==> src/rtl/oisc8_pkg.sv <==
// Shared oisc8 types and bus address constants for the multi-cycle multiply/divide unit.
package oisc8_pkg;

    // Operation select latched with the operands.
    typedef enum logic {
        MD_MUL = 1'b0,
        MD_DIV = 1'b1
    } muldiv_op_t;

    // Control states of the iterative unit.
    typedef enum logic [1:0] {
        MD_IDLE = 2'd0,
        MD_RUN  = 2'd1,
        MD_DONE = 2'd2
    } muldiv_state_t;

    // Bus port addresses; kept clear of the NXOR/NXORI slots.
    localparam int unsigned BUS_ADDR_W = 5;
    localparam logic [BUS_ADDR_W-1:0] MUL  = 5'h18;
    localparam logic [BUS_ADDR_W-1:0] MULI = 5'h19;
    localparam logic [BUS_ADDR_W-1:0] DIV  = 5'h1A;
    localparam logic [BUS_ADDR_W-1:0] DIVI = 5'h1B;

endpackage

==> src/rtl/oisc_muldiv_unit_if.sv <==
// Request/result bundle between the bus port adapters and oisc_muldiv_unit.
// With OISC_MULDIV_SIGNED_EN defined an extra sgn request bit is carried.
interface oisc_muldiv_unit_if
    import oisc8_pkg::*;
#(
    parameter int unsigned WIDTH = 8
) ();

    logic              start;
    muldiv_op_t        op;
    logic [WIDTH-1:0]  a_in;
    logic [WIDTH-1:0]  b_in;
`ifdef OISC_MULDIV_SIGNED_EN
    logic              sgn;
`endif
    logic              busy;
    logic              valid;
    logic [WIDTH-1:0]  res_lo;
    logic [WIDTH-1:0]  res_hi;
    logic              dbz;

    modport master (
`ifdef OISC_MULDIV_SIGNED_EN
        output sgn,
`endif
        output start, op, a_in, b_in,
        input  busy, valid, res_lo, res_hi, dbz
    );

    modport slave (
`ifdef OISC_MULDIV_SIGNED_EN
        input  sgn,
`endif
        input  start, op, a_in, b_in,
        output busy, valid, res_lo, res_hi, dbz
    );

endinterface

==> src/rtl/muldiv_step.sv <==
// One combinational iteration of the shift-add multiplier or restoring divider.
// MUL: {hi,lo} holds {partial, multiplier}; DIV: {hi,lo} holds {remainder, quotient}.
module muldiv_step
    import oisc8_pkg::*;
#(
    parameter int unsigned WIDTH = 8
) (
    input  muldiv_op_t       op,
    input  logic [WIDTH-1:0] hi,
    input  logic [WIDTH-1:0] lo,
    input  logic [WIDTH-1:0] operand,
    output logic [WIDTH-1:0] hi_nxt_c,
    output logic [WIDTH-1:0] lo_nxt_c
);

    logic [WIDTH:0] sum;
    logic [WIDTH:0] rem_sh;
    logic [WIDTH:0] sub;

    // Add/shift for MUL, shift/trial-subtract for DIV, all WIDTH+1 bits wide.
    always_comb begin
        hi_nxt_c = '0;
        lo_nxt_c = '0;
        sum      = {1'b0, hi} + (lo[0] ? {1'b0, operand} : '0);
        rem_sh   = {hi, lo[WIDTH-1]};
        sub      = rem_sh - {1'b0, operand};
        if (op == MD_MUL) begin
            hi_nxt_c = sum[WIDTH:1];
            lo_nxt_c = {sum[0], lo[WIDTH-1:1]};
        end else if (rem_sh >= {1'b0, operand}) begin
            hi_nxt_c = WIDTH'(sub);
            lo_nxt_c = {lo[WIDTH-2:0], 1'b1};
        end else begin
            hi_nxt_c = WIDTH'(rem_sh);
            lo_nxt_c = {lo[WIDTH-2:0], 1'b0};
        end
    end

endmodule

==> src/rtl/oisc_muldiv_unit.sv <==
// Multi-cycle multiply/divide unit for the oisc8 datapath: WIDTH iterations per
// operation, divide-by-zero resolved in one cycle. busy stalls pc_block.
// Optional macro OISC_MULDIV_SIGNED_EN adds signed operation via magnitude/fix-up.
module oisc_muldiv_unit
    import oisc8_pkg::*;
#(
    parameter int unsigned WIDTH = 8,
    parameter int unsigned CNT_W = $clog2(WIDTH + 1)
) (
    input  logic               clk,
    input  logic               rst,
    oisc_muldiv_unit_if.slave  bus
);

    muldiv_state_t     state_q;
    muldiv_op_t        op_q;
    logic [CNT_W-1:0]  cnt_q;
    logic [WIDTH-1:0]  hi_q;
    logic [WIDTH-1:0]  lo_q;
    logic [WIDTH-1:0]  opnd_q;
    logic [WIDTH-1:0]  res_lo_q;
    logic [WIDTH-1:0]  res_hi_q;
    logic              busy_q;
    logic              valid_q;
    logic              dbz_q;

    logic [WIDTH-1:0]  hi_nxt_c;
    logic [WIDTH-1:0]  lo_nxt_c;
    logic [WIDTH-1:0]  fin_lo_c;
    logic [WIDTH-1:0]  fin_hi_c;
    logic [WIDTH-1:0]  a_mag_c;
    logic [WIDTH-1:0]  b_mag_c;

`ifdef OISC_MULDIV_SIGNED_EN
    logic              neg_main_q;
    logic              neg_rem_q;
    logic              neg_main_c;
    logic              neg_rem_c;
    logic              a_neg_c;
    logic              b_neg_c;
    logic [2*WIDTH-1:0] prod_c;

    // Signed requests feed magnitudes to the core and remember the result signs.
    always_comb begin
        a_neg_c    = bus.sgn & bus.a_in[WIDTH-1];
        b_neg_c    = bus.sgn & bus.b_in[WIDTH-1];
        a_mag_c    = a_neg_c ? WIDTH'(-bus.a_in) : bus.a_in;
        b_mag_c    = b_neg_c ? WIDTH'(-bus.b_in) : bus.b_in;
        neg_main_c = a_neg_c ^ b_neg_c;
        neg_rem_c  = a_neg_c;
    end

    // Restore signs on the final iteration: product/quotient by XOR, remainder follows dividend.
    always_comb begin
        prod_c   = {hi_nxt_c, lo_nxt_c};
        fin_lo_c = lo_nxt_c;
        fin_hi_c = hi_nxt_c;
        if (op_q == MD_MUL) begin
            if (neg_main_q) begin
                prod_c = -prod_c;
            end
            fin_lo_c = prod_c[WIDTH-1:0];
            fin_hi_c = prod_c[2*WIDTH-1:WIDTH];
        end else begin
            if (neg_main_q) begin
                fin_lo_c = WIDTH'(-lo_nxt_c);
            end
            if (neg_rem_q) begin
                fin_hi_c = WIDTH'(-hi_nxt_c);
            end
        end
    end
`else
    // Unsigned only: operands and results pass straight through.
    always_comb begin
        a_mag_c  = bus.a_in;
        b_mag_c  = bus.b_in;
        fin_lo_c = lo_nxt_c;
        fin_hi_c = hi_nxt_c;
    end
`endif

    muldiv_step #(
        .WIDTH    (WIDTH)
    ) u_step (
        .op       (op_q),
        .hi       (hi_q),
        .lo       (lo_q),
        .operand  (opnd_q),
        .hi_nxt_c (hi_nxt_c),
        .lo_nxt_c (lo_nxt_c)
    );

    // Control FSM, iteration registers and registered outputs.
    always_ff @(posedge clk) begin
        if (rst) begin
            state_q  <= MD_IDLE;
            op_q     <= MD_MUL;
            cnt_q    <= '0;
            hi_q     <= '0;
            lo_q     <= '0;
            opnd_q   <= '0;
            res_lo_q <= '0;
            res_hi_q <= '0;
            busy_q   <= 1'b0;
            valid_q  <= 1'b0;
            dbz_q    <= 1'b0;
`ifdef OISC_MULDIV_SIGNED_EN
            neg_main_q <= 1'b0;
            neg_rem_q  <= 1'b0;
`endif
        end else begin
            valid_q <= 1'b0;
            case (state_q)
                MD_IDLE: begin
                    if (bus.start) begin
                        op_q   <= bus.op;
                        dbz_q  <= 1'b0;
                        hi_q   <= '0;
                        lo_q   <= (bus.op == MD_MUL) ? b_mag_c : a_mag_c;
                        opnd_q <= (bus.op == MD_MUL) ? a_mag_c : b_mag_c;
`ifdef OISC_MULDIV_SIGNED_EN
                        neg_main_q <= neg_main_c;
                        neg_rem_q  <= neg_rem_c;
`endif
                        if (bus.op == MD_DIV && bus.b_in == '0) begin
                            res_lo_q <= '1;
                            res_hi_q <= bus.a_in;
                            dbz_q    <= 1'b1;
                            valid_q  <= 1'b1;
                            state_q  <= MD_DONE;
                        end else begin
                            busy_q  <= 1'b1;
                            cnt_q   <= CNT_W'(WIDTH);
                            state_q <= MD_RUN;
                        end
                    end
                end
                MD_RUN: begin
                    hi_q  <= hi_nxt_c;
                    lo_q  <= lo_nxt_c;
                    cnt_q <= cnt_q - CNT_W'(1);
                    if (cnt_q == CNT_W'(1)) begin
                        res_lo_q <= fin_lo_c;
                        res_hi_q <= fin_hi_c;
                        valid_q  <= 1'b1;
                        busy_q   <= 1'b0;
                        state_q  <= MD_DONE;
                    end
                end
                MD_DONE: begin
                    state_q <= MD_IDLE;
                end
                default: begin
                    state_q <= MD_IDLE;
                end
            endcase
        end
    end

    assign bus.busy   = busy_q;
    assign bus.valid  = valid_q;
    assign bus.res_lo = res_lo_q;
    assign bus.res_hi = res_hi_q;
    assign bus.dbz    = dbz_q;

endmodule
==> src/flat_wrapper.sv <==
// flat-port wrapper written by rule: the top's interface ports become plain ports
module oisc_muldiv_unit_flat import oisc8_pkg::*;
#(
    parameter int unsigned WIDTH = 8,
    parameter int unsigned CNT_W = $clog2(WIDTH + 1)
)
  (clk, rst, bus_start, bus_op, bus_a_in, bus_b_in, bus_busy, bus_valid, bus_res_lo, bus_res_hi, bus_dbz);
  oisc_muldiv_unit_if #(.WIDTH(WIDTH)) bus_i ();
  input  logic clk;
  input  logic rst;
  input wire logic [$bits(bus_i.start)-1:0] bus_start;
  input wire logic [$bits(bus_i.op)-1:0] bus_op;
  input wire logic [$bits(bus_i.a_in)-1:0] bus_a_in;
  input wire logic [$bits(bus_i.b_in)-1:0] bus_b_in;
  output wire logic [$bits(bus_i.busy)-1:0] bus_busy;
  output wire logic [$bits(bus_i.valid)-1:0] bus_valid;
  output wire logic [$bits(bus_i.res_lo)-1:0] bus_res_lo;
  output wire logic [$bits(bus_i.res_hi)-1:0] bus_res_hi;
  output wire logic [$bits(bus_i.dbz)-1:0] bus_dbz;
  assign bus_i.start = bus_start;
  assign bus_i.op = bus_op;
  assign bus_i.a_in = bus_a_in;
  assign bus_i.b_in = bus_b_in;
  assign bus_busy = bus_i.busy;
  assign bus_valid = bus_i.valid;
  assign bus_res_lo = bus_i.res_lo;
  assign bus_res_hi = bus_i.res_hi;
  assign bus_dbz = bus_i.dbz;
  oisc_muldiv_unit #(.WIDTH(WIDTH), .CNT_W(CNT_W)) u_core (.clk(clk), .rst(rst), .bus(bus_i));
endmodule
==> config.mk <==
export PLATFORM = sky130hd
export DESIGN_NAME = oisc_muldiv_unit_flat
export DESIGN_NICKNAME = d
export VERILOG_FILES = /design/src/rtl/oisc8_pkg.sv /design/src/rtl/oisc_muldiv_unit_if.sv /design/src/rtl/muldiv_step.sv /design/src/rtl/oisc_muldiv_unit.sv /design/src/flat_wrapper.sv
export SDC_FILE = /design/constraint.sdc
export NUM_CORES = 1
export LEC_CHECK = 0
export ABC_AREA = 1
export ABC_CLOCK_PERIOD_IN_PS = 3600
export CAP_MARGIN = 5
export CORE_AREA = 5 5 85 87
export CTS_CLUSTER_DIAMETER = 120
export CTS_CLUSTER_SIZE = 20
export DETAILED_ROUTE_END_ITERATION = 8
export DIE_AREA = 0 0 90 92
export PLACE_DENSITY = 0.79
export SLEW_MARGIN = 15
export SYNTH_ARGS = -nofsm -noshare
export SYNTH_HDL_FRONTEND = slang
export SYNTH_SLANG_ARGS = --single-unit
export TNS_END_PERCENT = 5
==> constraint.sdc <==
create_clock -name clk -period 3.6 [get_ports clk]
set_clock_uncertainty 0.15 [all_clocks]
set_input_delay 0.72 -clock clk [delete_from_list [all_inputs] [get_ports clk]]
set_output_delay 0.72 -clock clk [all_outputs]
set_load 0.05 [all_outputs]
# --- Yosys cells after proc, flatten, opt, wreduce, memory -nomap -nowiden ---
# Cells that the tools add are included.
totals:
  elab_cells: 65
  register_bits: 50
  input_bits: 20
  out_inout_bits: 19
op_classes:
  n_eq_ne: 6
  order_cmp: 1
  reduce_logical: 10
  addsub: 3
  mux: 34
ops:
  columns: ["cell", "count"]
  rows:
  - ["2-to-1 mux 8 bit", 14]
  - ["case mux 8 bit (2 select lines)", 4]
  - ["adder 8 x 8 -> 9 bit", 1]
  - [">= comparator 9 x 8 -> 1 bit", 1]
  - ["logical NOT 8 bit", 1]
  - ["2-to-1 mux 4 bit", 2]
  - ["case mux 4 bit (2 select lines)", 1]
  - ["AND reduction 4 bit", 2]
  - ["subtractor 8 bit", 1]
  - ["2-to-1 mux 1 bit", 7]
  - ["2-to-1 mux 2 bit", 3]
  - ["AND reduction 2 bit", 3]
  - ["equality test 4 x 1 -> 1 bit, second input constant", 1]
  - ["!= test 2 x 1 -> 1 bit, second input constant", 2]
  - ["!= test 2 bit, second input constant", 2]
  - ["case mux 1 bit (2 select lines)", 2]
  - ["case mux 2 bit (2 select lines)", 1]
  - ["subtractor 4 x 1 -> 4 bit, second input constant", 1]
  - ["AND reduction 3 bit", 1]
  - ["equality test 2 x 1 -> 1 bit, second input constant", 1]
  - ["logical NOT 2 bit", 1]
  - ["nonzero test 2 bit", 1]
  - ["logical AND 1 bit", 1]

# --- Longest topological paths before layout ---
logic_depth:
  ltp_word: 5
  mapped_depth: 15
  depth_no_buf: 14

# --- Cells and area by module ---
# A second synthesis with hierarchy kept.
unflattened:
  cells_unflattened: 542
  area_unflattened_um2: 3529.6
by_module_without_submodules:
  columns: ["mod", "cells_each", "instances", "area_per_inst_um2"]
  rows:
  - ["oisc_muldiv_unit", 324, 1, 2352.3]
  - ["muldiv_step", 218, 1, 1177.4]

# --- Least setup slack after synthesis ---
# OpenSTA, ideal clock, no wires.
synth_timing:
  path_kind: "register to register"
  start: "register u_core.lo_q[0]"
  end: "register u_core.hi_q[3]"
  required_ns: 3.321
  path_buffers: 1
  path_stages_with_launch: 13
  setup_ns: 0.129
  arrival_ns: 1.677
  setup_slack_ns: 1.645
  path_cell_list: "dfxtp_1 -> clkbuf_1 -> nand2_1 -> inv_1 -> ha_1 -> fa_1 -> a31oi_1 -> or2_2 -> nand3_1 -> nand2_1 -> inv_1 -> nand2_1 -> a21oi_1"
synth_between:
  elab_chain_cells: 4
synth_lines:
  columns: ["element", "line_no", "source"]
  rows:
  - ["from (decl)", "oisc_muldiv_unit.sv:19", "logic [WIDTH-1:0] lo_q;"]
  - ["from (signal assigned)", "oisc_muldiv_unit.sv:120", "lo_q <= (bus.op == MD_MUL) ? b_mag_c : a_mag_c;"]
  - ["from (signal assigned)", "oisc_muldiv_unit.sv:141", "lo_q <= lo_nxt_c;"]
  - ["2-to-1 mux 8 bit", "muldiv_step.sv:24", "sum = {1'b0, hi} + (lo[0] ? {1'b0, operand} : '0);"]
  - ["adder 8 x 8 -> 9 bit", "muldiv_step.sv:24", null]
  - ["2-to-1 mux 8 bit", "muldiv_step.sv:27", "if (op == MD_MUL) begin"]
  - ["case mux 8 bit (2 select lines)", "oisc_muldiv_unit.sv:114", "case (state_q)"]
  - ["to (signal assigned)", "oisc_muldiv_unit.sv:140", "hi_q <= hi_nxt_c;"]
  - ["to (decl)", "oisc_muldiv_unit.sv:18", "logic [WIDTH-1:0] hi_q;"]
# Every way passes these cells.
# A chain may end at the register's enable or synchronous reset.

# --- Final worst setup path ---
layout_timing:
  start: "input port bus_op"
  end: "register u_core.res_hi_q[5] (netlist: u_core.bus.res_hi[5])"
layout_between:
  elab_chain_cells: 3
layout_lines:
  columns: ["element", "line_no", "source"]
  rows:
  - ["from (decl)", "flat_wrapper.sv:12", "input wire logic [$bits(bus_i.op)-1:0] bus_op;"]
  - ["logical AND 1 bit", "oisc_muldiv_unit.sv:126", "if (bus.op == MD_DIV && bus.b_in == '0) begin"]
  - ["!= test 2 x 1 -> 1 bit (no source line)", null, null]
  - ["AND reduction 4 bit (no source line)", null, null]
  - ["to (signal assigned)", "oisc_muldiv_unit.sv:128", "res_hi_q <= bus.a_in;"]
  - ["to (signal assigned)", "oisc_muldiv_unit.sv:145", "res_hi_q <= fin_hi_c;"]
  - ["to (decl)", "oisc_muldiv_unit.sv:22", "logic [WIDTH-1:0] res_hi_q;"]
# Every way passes these cells.

==> flow_summary.ini <==
[run_status]
outcome = finished clean

[synthesis]
synth_cell_types = 40
yosys.area_share.adder_pct = 8.21
ys_top_cells_by_area = dfxtp_1 (31%), nand2_1 (14%), a21oi_1 (9.0%), ha_1 (7.0%), o21ai_0 (6.5%)
synth.area.mux_share_pct = 0
synth-seq-cells = 50
yosys-top-cells-count = nand2_1 (124), a21oi_1 (58), dfxtp_1 (50), inv_1 (50), o21ai_0 (42)
synthesis.instances = 483
synth_top_family_by_area = simple AND/OR/NAND/NOR gates
synth-simple-area-share_pct = 29.6
avgSynthCellArea_um2 = 6.69
async_flop_share_pct = 0
synth_top_cell_area_share_pct = 31.0
yosysSeqAreaShare_pct = 31.0
yosysMostFrequentCell = nand2_1
synth_xor_area_share_pct = 1.63
synth_top_flop_cell = dfxtp_1
syn_area_um2 = 3230
yosys.area.top_type = dfxtp_1
syn_nets = 523
synth-edff-count = 0
synth_warnings = 0
synth_compound_area_share_pct = 19.0

[routing]
vias = 3261
wl_per_cell_um = 14.7
detail_route.vias_per_cell = 5.56
routed_wl_um = 8650
drc = 0
drtIter0Drc = 273
drtPass1Iterations = 5
drtAntennaViolNets = 0

[critical_path]
reg2reg_to = u_core.bus.res_hi[3]
worstPathMaxFanout = 21
reg2reg_from = u_core.opnd_q[6]
r2r_cells = 11
worst_setup_path_start_kind = primary input
setup.worst_path.class = in -> reg
path_cells = clkdlybuf4s50_1, buf_4, nand2_1, nor2_1, nand3_2, nand2_1, o21ai_4, inv_4, o21ai_0, a21oi_1
critPathMaxStageDelay_ps = 450
cp_top_family = buffers and inverters
worst-path-buf-inv = 3
cp_common_cell = nand2_1
r2r_setup_slack_ps = 1350
crit_path_end_kind = flip-flop
cpMaxStageDelayCell = clkdlybuf4s50_1
arrival_ps = 2510
required_ps = 3680

[sta]
maxSlewViolCount = 0
fmax_mhz = 412
setup_violations = 0
fin_tns_setup_ps = 0
slew_headroom_pct = 52.9
rsz0062_at_grt = no
worst_pin_slew_ps = 706
hold_viol = 0
fin_ws_ps = 1180
post-route-period-util_pct = 67.3
layout_min_cycle_time_ps = 2420

[cells_and_area]
antenna_cells = 0
num-fill-cells = 617
drive_gt1_share_pct = 5.49
areaGrowthSynthToFinish_pct = 14.1
register_area_um2 = 1000
instances_no_fill = 587
multi_input_area_um2 = 1890
fin_nets = 550

[flow_run]
cap_violations = 0

[clock_tree]
clkTransAtPathRegs_ps = 90
postCtsHoldBufs = 0
cts-buffers-inserted = 5
cts_resized = 0
cts-root-buf = clkbuf_8
post-cts-setup-buffers = 0
clkLatencyLatePin_ps = 300
cts_tree = built
cts.sinks = 50
cts_buffer_depth = 2
htreeDepth = 2

[hold_path]
min_path_cells = 2
hold_path_startpoint = u_core.bus.res_lo[3]
hold_path.class = reg -> reg
min_to = u_core.bus.res_lo[3]

[placement]
dp_slack_ps = 891
gp_congestion = 0.948
hpwl_um = 6580
dp_cells = 580
io_buffer_count = 38

[die]
io_pins = 39
die_area_um2 = 8280
start_util_pct = 51.5
num_rows = 29
die_x_um = 90
fp.coreArea_um2 = 6280
die_y_um = 92

[global_route]
first_global_vias = 2993
grt_overflow = 0
grt_pass1_wl_um = 14300
grt_max_degree = 30
antenna_found_initial = 0
grt.total_usage_pct = 20.6

[power_and_ir_drop]
powerDensity_nw_per_um2 = 433
peakVddDrop_mv = 0.273
leakage_uw = 0.00170
## worst min-delay path: stages, from the launching register on
cell	delay, ps
dfxtp_1	330
nor2_1	50
nor2_1	80
## power breakdown
group,total [uW],internal (uW),switching (uW)
combinational,620,213,407
sequential,655,608,46.4
clock,321,134,188
total,1600,955,641
## per-layer routing
metal / up-vias / global-route usage [%] / share of wire [%]
met2: 106 / 34.1 / 48
met3: 15 / 2.54 / 5.7
met4: 0 / 7.57 / 1.7
met1: 1497 / 27.5 / 45
li1: 1643 / - / -
met5: - / 0 / 0
## layout make-up
cell class,instances,area share (%)
Timing Repair Buffer,42,11.1
Inverter,55,5.73
Multi-Input combinational cell,356,51.2
Tap cell,77,2.61
Clock inverter,1,0.204
Clock buffer,6,1.97
Sequential cell,50,27.1
## cells in the final DEF (no fill, tap or decap), types with 3 or more instances in the layout
cell type / netlist / final
a211oi_1: 3 / 3
clkdlybuf4s50_1: 0 / 38
o21ai_0: 42 / 42
nand3_1: 38 / 38
nand3_2: 4 / 4
a31oi_1: 6 / 6
a21oi_1: 58 / 58
ha_1: 18 / 18
inv_1: 50 / 50
buf_4: 3 / 4
nand4_1: 4 / 4
dfxtp_1: 50 / 50
or2_2: 3 / 3
clkbuf_8: 1 / 5
nor2_1: 31 / 31
nand2_1: 124 / 124
xnor2_1: 4 / 4
## state kept, by name, summed over array words and instances (netlist names)
signal	count
u_core.op_q	1
u_core.cnt_q	4
u_core.bus.busy	1
u_core.opnd_q	8
u_core.lo_q	8
u_core.bus.dbz	1
u_core.hi_q	8
u_core.bus.res_hi	8
u_core.state_q	2
u_core.bus.valid	1
u_core.bus.res_lo	8
## logic make-up after synthesis
logic type	count (synthesis)
AO/OA/AOI/OAI	115
flip-flops	50
AND/OR/NAND/NOR	215
buffers and inverters	77
XOR/XNOR	6
adder cells (fa/ha/maj)	20
## per-stage QoR
stage,hold WS (ps),area [um2],utilization (%),total power [uW]
6_report,341,3690,58.7,1600
5_1_grt,359,3690,58.7,1690
4_1_cts,343,3690,58.7,1590
3_5_place_dp,324,3610,57.5,1280
3_3_place_gp,321,3610,57.5,1270
2_1_floorplan,300,3230,-,1120
## how the worst max path moves through the flow
| stage | from | endpoint | slack, ps | depth (start not counted) |
|---|---|---|---|---|
| after detailed placement | bus_op | u_core.bus.res_hi[5] | 890 | 10 |
| final | bus_op | u_core.bus.res_hi[5] | 1180 | 10 |
| after floorplan | u_core.lo_q[0] | u_core.hi_q[3] | 1640 | 12 |
| after global routing | bus_op | u_core.bus.res_hi[5] | 1010 | 10 |
| after CTS | bus_op | u_core.bus.res_hi[5] | 1200 | 10 |
| after global placement | bus_op | u_core.bus.res_lo[0] | 970 | 11 |
Power figures use the tool's default switching activity.
==> edit, RTL diff (same flow settings) <==
`WIDTH` is set to 8 in 4 places; all go to 4.
--- a/src/rtl/oisc_muldiv_unit_if.sv
+++ b/src/rtl/oisc_muldiv_unit_if.sv
@@ -5,3 +5,3 @@
 #(
-    parameter int unsigned WIDTH = 8
+    parameter int unsigned WIDTH = 4
 ) ();
--- a/src/rtl/muldiv_step.sv
+++ b/src/rtl/muldiv_step.sv
@@ -5,3 +5,3 @@
 #(
-    parameter int unsigned WIDTH = 8
+    parameter int unsigned WIDTH = 4
 ) (
--- a/src/rtl/oisc_muldiv_unit.sv
+++ b/src/rtl/oisc_muldiv_unit.sv
@@ -6,3 +6,3 @@
 #(
-    parameter int unsigned WIDTH = 8,
+    parameter int unsigned WIDTH = 4,
     parameter int unsigned CNT_W = $clog2(WIDTH + 1)
--- a/src/flat_wrapper.sv
+++ b/src/flat_wrapper.sv
@@ -3,3 +3,3 @@
 #(
-    parameter int unsigned WIDTH = 8,
+    parameter int unsigned WIDTH = 4,
     parameter int unsigned CNT_W = $clog2(WIDTH + 1)
Interface: changed (resized bus_a_in, bus_b_in, bus_res_hi and bus_res_lo); port bits go from 39 to 23. The function was not compared with the original's and may differ.
==> edit against the original RTL <==
- fmax increased by 3.2%
- sequential cell count decreased by 21
- die area unchanged
- power decreased by 43%
- largest power group unchanged
- sequential power decreased by 44%
- register-to-register slack improved by 0.20 ns
- synthesized area decreased by 46%
- setup slack improved by 0.074 ns
- wire length decreased by 51%
- final area decreased by 42%
==> edit: results (changes against the original RTL) <==
synth top area cells dfxtp_1, nand2_1, a21oi_1; Port Buf Inserts 22 (-42%); multi-input gate count 174 (-51%); post-route insts no fill 344 (-41%); sequential logic power 0.367 mW (-44%); Hold Path Class reg -> reg; peak supply drop 0.000218 V (-20%); Clk pwr share 0.332 (+0.131); status finished, final reports clean; clock network area share 0.0476 (+0.0259); register area share after synthesis 0.331 (+0.0210); layout cells sized above 1 0.0936 (+0.0387); largest net degree at the start of global routing 17 (-43%); DRT Pass-1 Iters 4 (-1); nets@finish 290 (-47%); GPL Wtd Cong 0.821 (-13%); signal buffers share of area 0.103 (-0.00783); Mapped Nets 268 (-49%); Non-clock buffers 22 (-48%); clock buf count 7 (+1); Compound-Gate Fraction of Synth Area 0.190 (+0.000605); GR Util met3 0.0270 (+0.00164); fin area 2130 um2 (-42%); area occupied by multi-input gates 990 um2 (-48%); GRT Overall Usage 0.108 (-0.0974); inverters 34 (-38%); Final HPWL DP 3440 um (-48%); xor/xnor share of the synthesized area 0.00499 (-0.0113); grt total ovfl 0 (unchanged); drt via density 4.82 (-13%); Reg clk slew, reported paths 0.07 ns (-0.02 ns); met2 Resource Use GR 0.182 (-0.159); CP max FO 2 (-90%); Reg area 581 um2 (-42%); wl on met1 1830 um (-53%); vias in the first global route 1,522 (-49%); Synth top cells by count nand2_1, a21oi_1, dfxtp_1; distinct cell type count after synthesis 29 (-28%); Final Routed Wirelength 4270 um (-51%); met3 WL 244 um (-50%); global-route wire length before repair 7400 um (-48%); DR WL met2 2130 um (-48%); flip-flop and latch count 29 (-42%); 1st-iter DRT viols 132 (-52%); Leakage Power 0.950 nW (-44%); grt met1 use 0.134 (-0.141); Fill cells 659 (+6.8%); Placed Area 2030 um2 (-44%); Worst EP arrival 1.48 ns (-1.03 ns); Combinational Power Share 0.262 (-0.126); crit-path max cell delay 0.82 ns (+0.37 ns); dpl ws 1.09 ns (+0.196 ns); Psw 0.301 mW (-53%); post-synthesis area per instance 7.19 um2 (+7.5%); Synth Area in Adders 0.0941 (+0.0120); Mapped Cells 244 (-49%)
## edit: cell count changes after synthesis, sizes merged, moves of 7 or more
cell,delta
inv,-20
nor2,-10
o21ai,-20
ha,-8
nand2,-70
clkbuf,-7
a21oi,-29
nand3,-22
dfxtp,-21
buf,-7
## edit: worst paths after layout
check | slack (ns) | cells past startpoint | start | to
worst max-delay path | 1.25 | 1 | u_core.bus.res_hi[2]$_SDFFE_PP0P_ | bus_res_hi[2]
worst min-delay path | 0.31 | 2 | u_core.bus.busy$_SDFFE_PP0P_ | u_core.bus.busy$_SDFFE_PP0P_
worst max register to register | 1.55 | 9 | u_core.hi_q[1]$_SDFFE_PP0P_ | u_core.hi_q[2]$_SDFFE_PP0P_
worst min register to register | 0.31 | 2 | u_core.bus.busy$_SDFFE_PP0P_ | u_core.bus.busy$_SDFFE_PP0P_
